## src/rtl/ahb3lite_burst_master.sv

```systemverilog
// AHB3-Lite burst master: turns one command into a SINGLE/INCR4/INCR8 burst.
// Ports: HCLK/HRESET (sync, active-high); cmd_* command handshake;
// wdata/wdata_valid/wdata_ready write stream; rdata/rdata_valid/done/err
// completion; H* AHB master bus. Optional err_count output when
// AHB_MASTER_ERR_CNT_EN is defined (saturating error counter).
module ahb3lite_burst_master #(
  parameter int HADDR_SIZE = 32,
  parameter int HDATA_SIZE = 32
) (
  input  logic                  HCLK,
  input  logic                  HRESET,
  input  logic                  cmd_valid,
  output logic                  cmd_ready,
  input  logic [HADDR_SIZE-1:0] cmd_addr,
  input  logic                  cmd_write,
  input  logic [2:0]            cmd_size,
  input  logic [2:0]            cmd_burst,
  input  logic [HDATA_SIZE-1:0] wdata,
  input  logic                  wdata_valid,
  output logic                  wdata_ready,
  output logic [HDATA_SIZE-1:0] rdata,
  output logic                  rdata_valid,
  output logic                  done,
  output logic                  err,
`ifdef AHB_MASTER_ERR_CNT_EN
  output logic [7:0]            err_count,
`endif
  output logic                  HSEL,
  output logic [HADDR_SIZE-1:0] HADDR,
  output logic                  HWRITE,
  output logic [2:0]            HSIZE,
  output logic [2:0]            HBURST,
  output logic [3:0]            HPROT,
  output logic [1:0]            HTRANS,
  output logic [HDATA_SIZE-1:0] HWDATA,
  input  logic [HDATA_SIZE-1:0] HRDATA,
  input  logic                  HREADY,
  input  logic                  HRESP
);

  localparam logic [1:0] TR_IDLE = 2'b00;
  localparam logic [1:0] TR_BUSY = 2'b01;
  localparam logic [1:0] TR_NSEQ = 2'b10;
  localparam logic [1:0] TR_SEQ  = 2'b11;

  typedef enum logic [1:0] {IDLE, BURST, LAST} state_t;

  state_t state, state_n;

  logic [3:0] beats;
  logic [3:0] cmd_beats;
  logic [2:0] cmd_hburst;
  logic       first;
  logic       committed;
  logic       dp_valid;
  logic       abort;
  logic       go;
  logic       adv;
  logic       dp_err;

  logic [HADDR_SIZE-1:0] incr;

  assign HPROT = 4'b0011;
  assign incr  = {{(HADDR_SIZE-1){1'b0}}, 1'b1} << HSIZE;
  assign rdata = rdata_valid ? HRDATA : '0;

  always_comb begin
    cmd_beats  = 4'd1;
    cmd_hburst = 3'b000;
    unique case (cmd_burst)
      3'b011: begin
        cmd_beats  = 4'd4;
        cmd_hburst = 3'b011;
      end
      3'b101: begin
        cmd_beats  = 4'd8;
        cmd_hburst = 3'b101;
      end
      default: begin
        cmd_beats  = 4'd1;
        cmd_hburst = 3'b000;
      end
    endcase
  end

  always_ff @(posedge HCLK) begin
    if (HRESET) state <= IDLE;
    else        state <= state_n;
  end

  always_comb begin
    state_n     = state;
    cmd_ready   = 1'b0;
    go          = 1'b0;
    adv         = 1'b0;
    dp_err      = 1'b0;
    HSEL        = 1'b0;
    HTRANS      = TR_IDLE;
    wdata_ready = 1'b0;
    rdata_valid = 1'b0;
    done        = 1'b0;
    err         = 1'b0;
    unique case (state)
      IDLE: begin
        cmd_ready = !HRESET;
        if (cmd_valid && !HRESET) state_n = BURST;
      end
      BURST: begin
        // once a transfer is on the bus it stays there while stalled
        go          = !HWRITE || wdata_valid || committed;
        adv         = go && HREADY;
        dp_err      = dp_valid && !HREADY && HRESP;
        HSEL        = go || !first;
        HTRANS      = go ? (first ? TR_NSEQ : TR_SEQ)
                         : (first ? TR_IDLE : TR_BUSY);
        wdata_ready = HWRITE && adv;
        rdata_valid = dp_valid && !HWRITE && HREADY && !HRESP;
        if (dp_err)                    state_n = LAST;
        else if (adv && beats == 4'd1) state_n = LAST;
      end
      LAST: begin
        HSEL = 1'b1;
        if (abort) begin
          // second cycle of the two-cycle error response
          err     = 1'b1;
          state_n = IDLE;
        end else begin
          rdata_valid = !HWRITE && HREADY && !HRESP;
          done        = HREADY && !HRESP;
          dp_err      = !HREADY && HRESP;
          if (HREADY) state_n = IDLE;
        end
      end
      default: state_n = IDLE;
    endcase
  end

  always_ff @(posedge HCLK) begin
    if (HRESET) begin
      HADDR     <= '0;
      HWRITE    <= 1'b0;
      HSIZE     <= 3'b000;
      HBURST    <= 3'b000;
      HWDATA    <= '0;
      beats     <= 4'd0;
      first     <= 1'b0;
      committed <= 1'b0;
      dp_valid  <= 1'b0;
      abort     <= 1'b0;
    end else begin
      if (state == IDLE && cmd_valid) begin
        HADDR     <= cmd_addr;
        HWRITE    <= cmd_write;
        HSIZE     <= cmd_size;
        HBURST    <= cmd_hburst;
        beats     <= cmd_beats;
        first     <= 1'b1;
        committed <= 1'b0;
        dp_valid  <= 1'b0;
        abort     <= 1'b0;
      end
      if (state == BURST) begin
        committed <= go && !HREADY;
        if (HREADY) begin
          dp_valid <= go;
          if (go) begin
            first <= 1'b0;
            if (beats != 4'd1) HADDR <= HADDR + incr;
            beats <= beats - 4'd1;
          end
        end
      end
      if (dp_err) abort <= 1'b1;
      if (state == LAST && abort) begin
        abort <= 1'b0;
        beats <= 4'd0;
      end
      if (wdata_ready) HWDATA <= wdata;
    end
  end

`ifdef AHB_MASTER_ERR_CNT_EN
  always_ff @(posedge HCLK) begin
    if (HRESET)                        err_count <= 8'd0;
    else if (err && err_count != 8'hFF) err_count <= err_count + 8'd1;
  end
`endif

endmodule

```

## config.mk

```make
export PLATFORM = sky130hd
export DESIGN_NAME = ahb3lite_burst_master
export DESIGN_NICKNAME = d
export VERILOG_FILES = /design/src/rtl/ahb3lite_burst_master.sv
export SDC_FILE = /design/constraint.sdc
export NUM_CORES = 1
export LEC_CHECK = 0
export CORE_ASPECT_RATIO = 1.1
export CORE_MARGIN = 4
export CORE_UTILIZATION = 37
export CTS_BUF_LIST = sky130_fd_sc_hd__clkbuf_16
export CTS_CLUSTER_SIZE = 24
export DETAILED_ROUTE_END_ITERATION = 7
export GPL_TIMING_DRIVEN = 0
export PLACE_DENSITY = 0.86
export SLEW_MARGIN = 20
export SYNTH_ARGS = -nofsm -noshare
export SYNTH_HDL_FRONTEND = slang
export SYNTH_SLANG_ARGS = --single-unit
```

## constraint.sdc

```tcl
create_clock -name HCLK -period 2.4 [get_ports HCLK]
set_input_delay 0.72 -clock HCLK [delete_from_list [all_inputs] [get_ports HCLK]]
set_output_delay 0.72 -clock HCLK [all_outputs]
set_load 0.01 [all_outputs]
```

==> After elaboration in Yosys (flattened, before gate mapping) <==
Index checks and enable logic that the tools add are counted.
{ "word_totals": {"reg_bits": 81, "in_bits": 109, "out_inout_bits": 115, "elab_cells": 96} }
{ "op_classes": {"add_sub_neg": 2, "eq_ne": 9, "shift": 1, "n_mux": 44, "reduce_logical": 29} }
{ "op_table": {"columns": ["operator", "count"], "rows": [
  ["$mux W32", 6],
  ["$add A32 B32 Y32", 1],
  ["$shl A1 B3 Y32 const A", 1],
  ["$mux W1", 21],
  ["$logic_and A1 B1 Y1", 16],
  ["$mux W4", 4],
  ["$mux W2", 7],
  ["$pmux W4 S2", 1],
  ["$ne A3 B3 Y1 const B", 2],
  ["$pmux W1 S2", 3],
  ["$pmux W2 S3", 1],
  ["$pmux W3 S2", 1],
  ["$logic_not A1 Y1", 5],
  ["$eq A4 B1 Y1 const B", 1],
  ["$ne A4 B1 Y1 const B", 1],
  ["$reduce_bool A2 Y1", 2],
  ["$sub A4 B1 Y4 const B", 1],
  ["$eq A3 B2 Y1 const B", 1],
  ["$eq A3 B3 Y1 const B", 1],
  ["$logic_or A1 B1 Y1", 3],
  ["$reduce_and A3 Y1", 1],
  ["$eq A2 B1 Y1 const B", 1],
  ["$eq A2 B2 Y1 const B", 1],
  ["$logic_not A2 Y1", 1],
  ["other kinds (2)", 2]
]} }

==> Depth between registers and ports, before layout <==
Gate-level depths: netlist (run 1).
{ "logic_depth": {"ltp_word": 8, "ltp_mapped": 10} }

==> Worst setup path before layout (run 1) <==
OpenSTA, ideal clock, no wires.
{ "synth_timing": {"kind": "reg-to-reg", "startpoint": "register HSIZE[2]", "endpoint": "register HADDR[22]", "t_arrival_ns": 2.395, "slack_ns": -0.127, "path_stages_with_launch": 11, "n_path_buf": 2, "synth_period_minus_slack_ns": 2.527, "path_cell_list": "dfxtp_1 clkbuf_1 nor3_1 ha_1 fa_1 a211oi_1 o211ai_1 clkbuf_1 and3_1 a32oi_1 a31oi_1"} }
{ "synth_between": {"elab_chain_cells": 6} }
{ "synth_rtl": {"columns": ["element", "line", "rtl"], "rows": [
  ["start: declaration", "31", "output logic [2:0] HSIZE,"],
  ["start signal: assignment", "154", "HSIZE <= cmd_size;"],
  ["$shl A1 B3 Y32", "64", "assign incr = {{(HADDR_SIZE-1){1'b0}}, 1'b1} << HSIZE;"],
  ["$add A32 B32 Y32", "168", "if (beats != 4'd1) HADDR <= HADDR + incr;"],
  ["$mux W32", "168", null],
  ["$mux W32", "166", "if (go) begin"],
  ["$mux W32", "164", "if (HREADY) begin"],
  ["$mux W32", "162", "if (state == BURST) begin"],
  ["end signal: assignment", "152", "HADDR <= cmd_addr;"],
  ["end signal: assignment", "168", null],
  ["end: declaration", "29", "output logic [HADDR_SIZE-1:0] HADDR,"]
]} }
Every way passes these cells.
A chain may end at the register's enable or synchronous reset.

==> Worst setup path in the final report (run 1) <==
{ "layout_timing": {"startpoint": "register state[1]", "endpoint": "output port rdata[6]"} }
{ "layout_between": {"elab_chain_cells": 3, "word_cells_on_any_way": 4, "cone_classes": "eq/ne: 2; mux: 2"} }
{ "layout_rtl": {"columns": ["element", "line", "rtl"], "rows": [
  ["start: declaration", "48", "state_t state, state_n;"],
  ["start signal: assignment", "88", "else state <= state_n;"],
  ["$eq A2 B2 Y1 or $eq A2 B1 Y1 (tied branches)", "103", "unique case (state)"],
  ["$pmux W1 S2 *", "103", null],
  ["$mux W32 *", "65", "assign rdata = rdata_valid ? HRDATA : '0;"],
  ["end: declaration", "21", "output logic [HDATA_SIZE-1:0] rdata,"]
]} }
Every way passes the cells marked *; elsewhere a longest branch is shown, timed or not.

==> flow_summary_export.csv, run 1 <==
group,metric,value,unit
clocking,clkSinkCount,81,
grt,grt_pass1_wl,27.72,mm
drt,drt-wirelength-per-cell,18.14,um
outcome,status,"finished with violations",
drt,drt-initial-drc-count,504,
synth,synth_warnings,0,
critical_path,r2r_slack,-40,ps
synth,synthCells,623,
critical_path,cp_slowest_cell,"dfxtp_4",
clocking,path_clk_slew,70,ps
timing,slew_violations,0,
die,start_util,0.3784,
synth,synth_top_cells_by_area,"dfxtp_1 35%, nand2_1 12%, a21oi_1 7.1%, and2_1 4.9%, ha_1 3.6%",
critical_path,ff2ff_path_depth,9,
critical_path,slowest_delay,370,ps
clocking,hold_buffers,0,
critical_path,arrival,1890,ps
synth,netlist_area,4573,um2
timing,worst_hold_slack,455.0,ps
layout,drive_above_1_share,0.2264,
place,numPortBuffers,219,
grt,grt_pass1_vias,5564,
die,fp-row-count,42,
critical_path,critPathCaptureType,"primary output",
clocking,clk-insertion-delay-late,340,ps
drt,drtAntennaViolNets,0,
timing,setup_ws,-213.3,ps
synth,avgSynthCellArea,7.341,um2
clocking,cts_root_buffer,"clkbuf_16",
layout,n_antenna_cell,0,
synth,ys_types,54,
synth,synth_top_cell_area_share,0.3546,
drt,viasPerCell,5.474,
worst_hold_path,hold_depth,2,
critical_path,worstPathMaxFanout,7,
synth,yosysSeqAreaShare,0.3546,
worst_hold_path,hp-class,"reg -> reg",
worst_hold_path,hold_path_end,"HWDATA[5]$_SDFFE_PP0P_",
synth,ys_ff_latch,81,
drt,drc,0,
die,dieArea,14200,um2
critical_path,critPathTopFamily,"simple AND/OR/NAND/NOR gates",
clocking,htree_levels,3,
pwr,irDropWorstVdd,0.0002884,V
layout,syn_to_final_growth,79.21,%
clocking,cts_tree,"built",
grt,grt_usage,0.2421,
critical_path,path_class,"reg -> out",
pwr,p_leak,3.228,nW
die,coreArea,12090,um2
critical_path,start_kind,"flip-flop",
timing,finalSetupViolCount,37,
timing,hold_viol,0,
timing,tns,-6716,ps
grt,antenna_found_initial,0,
layout,final_cell_mix,"175 x clkdlybuf4s50_1, 145 x nand2_1, 75 x dfxtp_1",
pwr,power_density,567.5,nW/um2
place,pre_cts_ws,-1463,ps
drt,drt-pass1-iter-count,5,
outcome,violations,"setup timing",
timing,post-route-period-util,1.089,
drt,vias,5775,
flow_run,drv_cap,0,
clocking,clockBufferDepth,2,
critical_path,worstPathRequired,1680,ps
layout,nNetsFinal,1019,
place,place_congestion,0.9103,
timing,period_minus_slack,2613,ps
synth,ys.flop_type,"dfxtp_1",
grt,grt-ovfl-total,0,
place,hpwl,13.16,mm
die,fp.dieW,114,um
synth,synth_area_leader_cell,"dfxtp_1",
timing,max_slew_margin,0.5743,
clocking,cts_buffers,9,
critical_path,critPathBufInv,4,
timing,finClkSkew,7.558,ps
critical_path,rr_endpoint,"HADDR[31]$_SDFF_PP0_",
synth,synth-edff-count,0,
grt,grt_max_degree,16,
worst_hold_path,min-delay-start,"HWDATA[5]$_SDFFE_PP0P_",
timing,max_freq,0.3827,GHz
timing,rsz0062_at_grt,"true",
drt,finalWirelength,19.13,mm
critical_path,reg2reg_from,"HSIZE[1]$_SDFFE_PP0P_",
critical_path,path_common_cell,"nand2_4",
die,ios,224,
critical_path,critical_path.cell_chain,"inv_4, ha_4, nand2_4, nand2_4, nand2_4, nor3_4, buf_12, buf_8, and2_4, buf_6",
synth,async_flop_share,0,
timing,worst-slew-pin-transition,638.6,ps
layout,final_common_cell,"clkdlybuf4s50_1",
die,die_h,124.6,um
## cell usage after synthesis, drive strengths merged (2+ instances only)
master / instances
and2: 36
nor4: 2
ha: 13
a31oi: 19
conb: 2
nand3: 27
nand2b: 3
nor3b: 9
buf: 19
nand2: 151
a221oi: 2
dfxtp: 81
xnor2: 3
and4: 2
and3: 9
o211ai: 7
nand4b: 2
and3b: 2
o22ai: 2
o21ai: 19
nand3b: 2
inv: 9
xor2: 10
a2bb2oi: 2
a32oi: 2
o21a: 2
nor3: 11
a21oi: 65
a311oi: 8
nand4: 13
or3: 5
or3b: 2
nor2: 33
mux2i: 3
a211oi: 3
a21o: 2
or4: 3
clkbuf: 26
## logic make-up after synthesis
kind of cell               Yosys count  share of synthesized area
buffers and inverters               54                    0.05144
AOI/OAI and AO/OA                  141                     0.1866
muxes                                4                   0.009029
other                                2                   0.001642
and+or+nand+nor                    314                     0.3319
xor gates and xnor gates            13                    0.02490
DFF                                 81                     0.3546
adders and majority gates           14                    0.03995
## metrics by stage
step / utilization / cell area, um2 / instances / power [mW]
after floorplan: - / 4594 / 625 / 2.227
after global placement: 0.5774 / 6979 / 998 / 2.810
after detailed placement: 0.5774 / 6979 / 998 / 2.832
after CTS: 0.6301 / 7616 / 1043 / 4.481
after global routing: 0.6781 / 8195 / 1055 / 4.838
final: 0.6781 / 8195 / 1055 / 4.651
## how the worst max path moves through the flow
| stage | from | end | slack [ps] | depth (start not counted) |
|---|---|---|---|---|
| 2_1_floorplan | wdata_valid | HSEL | -20 | 4 |
| 4_1_cts | wdata_valid | HSEL | -210 | 6 |
| 5_1_grt | state[1]$_SDFFE_PP0P_ | rdata[2] | -250 | 10 |
| 3_3_place_gp | HREADY | rdata[6] | -1420 | 6 |
| 6_report | state[1]$_SDFFE_PP0P_ | rdata[6] | -210 | 10 |
| 3_5_place_dp | HREADY | wdata_ready | -1460 | 7 |
## final cells by class
| type | count | area, um2 |
|---|---|---|
| Clock inverter | 7 | 101.3 |
| Inverter | 9 | 46.29 |
| Fill cell | 955 | 3891 |
| Timing Repair Buffer | 264 | 2644 |
| Clock buffer | 9 | 225.2 |
| Tap cell | 154 | 192.7 |
| Sequential cell | 81 | 1642 |
| Buffer | 41 | 277.8 |
| Multi-Input combinational cell | 490 | 3067 |
## registers in the layout, summed over array words and instances, names as in the netlist
| name | count |
|---|---|
| HADDR | 32 |
| HBURST | 3 |
| HSIZE | 3 |
| HWDATA | 32 |
| HWRITE | 1 |
| abort | 1 |
| beats | 4 |
| committed | 1 |
| dp_valid | 1 |
| first | 1 |
| state | 2 |
## worst min-delay path, stage by stage, from the launching register on
cell and delay, ps:
dfxtp_1 310, nand2_1 50, a21oi_1 50
## power by group
group / internal, mW / switching (mW)
combinational: 0.786 / 0.696
clock: 0.925 / 0.609
sequential: 1.47 / 0.169
total: 3.18 / 1.47
## layer usage
layer	vias to the layer above	global-route usage	wire (um)
met3	64	0.05685	1868
met4	0	0.08875	668
met2	341	0.4487	9876
met1	2650	0.2621	6720
met5	-	0	0
li1	2720	-	-
## what timing repair did
item,CTS,global route
gates cloned,3,2
gates resized for setup,236,126
setup buffers,26,14
endpoints found under the setup margin,94,66
pin swaps,11,61
(Power assumes the default switching activity.)
==> inputs of run 2 (changes only) <==
- TNS_END_PERCENT: unset -> 30
==> flow_summary_export.csv, run 2 (synthesis results as in run 1) <==
group,metric,value,unit
place,place_congestion,0.9103,
die,start_util,0.3784,
outcome,violations,"setup timing",
flow_run,drv_cap,0,
place,place_area,6979,um2
layout,drive_above_1_share,0.2029,
drt,drt-pass1-iter-count,5,
timing,finalSetupViolCount,40,
clocking,hold_buffers,0,
critical_path,slowest_delay,370,ps
critical_path,ff2ff_path_depth,9,
layout,design_area,7945,um2
critical_path,path_class,"reg -> out",
drt,drt-wirelength-per-cell,17.56,um
die,fp-row-count,42,
grt,antenna_found_initial,0,
worst_hold_path,hold_depth,2,
critical_path,reg2reg_from,"HSIZE[0]$_SDFFE_PP0P_",
drt,viasPerCell,5.417,
critical_path,rr_endpoint,"HADDR[12]$_SDFF_PP0_",
place,numPortBuffers,219,
layout,final_cell_mix,"175 x clkdlybuf4s50_1, 145 x nand2_1, 75 x dfxtp_1",
clocking,path_clk_slew,70,ps
timing,post-route-period-util,1.084,
layout,final_common_cell,"clkdlybuf4s50_1",
worst_hold_path,min-delay-start,"HWDATA[5]$_SDFFE_PP0P_",
pwr,power_density,576.9,nW/um2
clocking,cts_tree,"built",
critical_path,start_kind,"flip-flop",
place,hpwl,13.16,mm
critical_path,path_common_cell,"nand2_4",
timing,hold_viol,0,
critical_path,critPathCaptureType,"primary output",
layout,nNetsFinal,1010,
layout,n_antenna_cell,0,
timing,slew_violations,0,
critical_path,worstPathRequired,1680,ps
clocking,htree_levels,3,
drt,drc,0,
pwr,p_leak,3.158,nW
timing,max_freq,0.3843,GHz
critical_path,cp_slowest_cell,"dfxtp_4",
grt,grt-ovfl-total,0,
clocking,cts_buffers,9,
timing,max_slew_margin,0.5881,
timing,setup_ws,-201.9,ps
grt,grt_pass1_wl,27.52,mm
grt,grt_max_degree,16,
outcome,status,"finished with violations",
layout,finish.utilization,0.6574,
clocking,cts_root_buffer,"clkbuf_16",
layout,top_regs,"HADDR: 32 flops, HWDATA: 32 flops, beats: 4 flops",
die,dieArea,14200,um2
die,fp.dieW,114,um
pwr,seqPwrFrac,0.355,
drt,drt-initial-drc-count,423,
drt,drtAntennaViolNets,0,
layout,syn_to_final_growth,73.73,%
timing,rsz0062_at_grt,"true",
pwr,comb_power_share,0.312,
timing,worst-slew-pin-transition,614.9,ps
clocking,clk-insertion-delay-late,340,ps
pwr,p_sw,1.440,mW
timing,finClkSkew,5.517,ps
critical_path,worstPathMaxFanout,7,
worst_hold_path,hold_path_end,"HWDATA[5]$_SDFFE_PP0P_",
die,coreArea,12090,um2
timing,period_minus_slack,2602,ps
grt,grt_usage,0.2401,
pwr,p_int,3.143,mW
critical_path,critical_path.cell_chain,"inv_4, ha_4, nand2_4, nand2_4, nand2_4, nor3_4, buf_12, buf_8, and2_4, buf_6",
pwr,clkPwrFrac,0.333,
pwr,power_switching_share,0.3142,
critical_path,r2r_slack,-70,ps
worst_hold_path,hp-class,"reg -> reg",
drt,finalWirelength,18.36,mm
pwr,irDropWorstVdd,0.0002874,V
drt,vias,5666,
die,die_h,124.6,um
grt,grt_pass1_vias,5500,
die,ios,224,
clocking,clkSinkCount,81,
critical_path,arrival,1880,ps
clocking,clockBufferDepth,2,
-- run 2: what timing repair did --
| action | CTS | global route |
|---|---|---|
| buffers inserted | 20 | 10 |
| pin swaps | 11 | 36 |
| endpoints found under the setup margin | 94 | 69 |
| gates resized for setup | 231 | 98 |
| cloned | 3 | 1 |
-- run 2: metal layers --
layer,up-vias,track usage,part of all wire
li1,2700,-,-
met1,2598,0.2603,0.35
met2,323,0.4452,0.52
met3,45,0.05685,0.095
met4,0,0.08595,0.028
met5,-,0,0
-- run 2: power groups by stage --
stage	combinational, mW	clock (mW)	sequential [mW]
2_1_floorplan	0.591	0	1.64
3_3_place_gp	1.19	0	1.62
3_5_place_dp	1.21	0	1.62
4_1_cts	1.32	1.54	1.61
5_1_grt	1.54	1.60	1.64
6_report	1.43	1.52	1.63
-- run 2: cell type report --
| cell class | instances | area (um2) |
|---|---|---|
| plain buffers | 43 | 295.3 |
| repair buffers | 253 | 2474 |
| multi-input cells | 490 | 2977 |
| fillers | 1000 | 4141 |
| inverters | 9 | 41.29 |
| flip-flops and latches | 81 | 1639 |
| well taps | 154 | 192.7 |
| clock buffers | 9 | 225.2 |
| clock inverters | 7 | 101.3 |
-- run 2: how the worst max path moves through the flow --
stage	cells after the start	to	from
2_1_floorplan	4	HSEL	wdata_valid
4_1_cts	6	HSEL	wdata_valid
5_1_grt	10	rdata[2]	state[1]$_SDFFE_PP0P_
6_report	10	rdata[6]	state[1]$_SDFFE_PP0P_
3_5_place_dp	7	wdata_ready	HREADY
3_3_place_gp	6	rdata[6]	HREADY
-- run 2: per-stage QoR --
stage	worst slack, ps	cells	setup TNS (ps)	total power [mW]	hold WS, ps
4_1_cts	-208.5	1037	-4549	4.473	455.4
3_3_place_gp	-1416	998	-74340	2.810	441.0
6_report	-201.9	1046	-6601	4.584	454.2
2_1_floorplan	-19.02	625	-31.71	2.227	439.6
3_5_place_dp	-1463	998	-79100	2.832	445.9
5_1_grt	-258.2	1046	-9674	4.784	471.0
-- run 2: critical path, delay by kind of cell (launching register included) --
family | cells | cell delay, ps
and+or+nand+nor | 5 | 540
buffers and inverters | 4 | 460
DFF | 1 | 370
adders and majority gates | 1 | 170
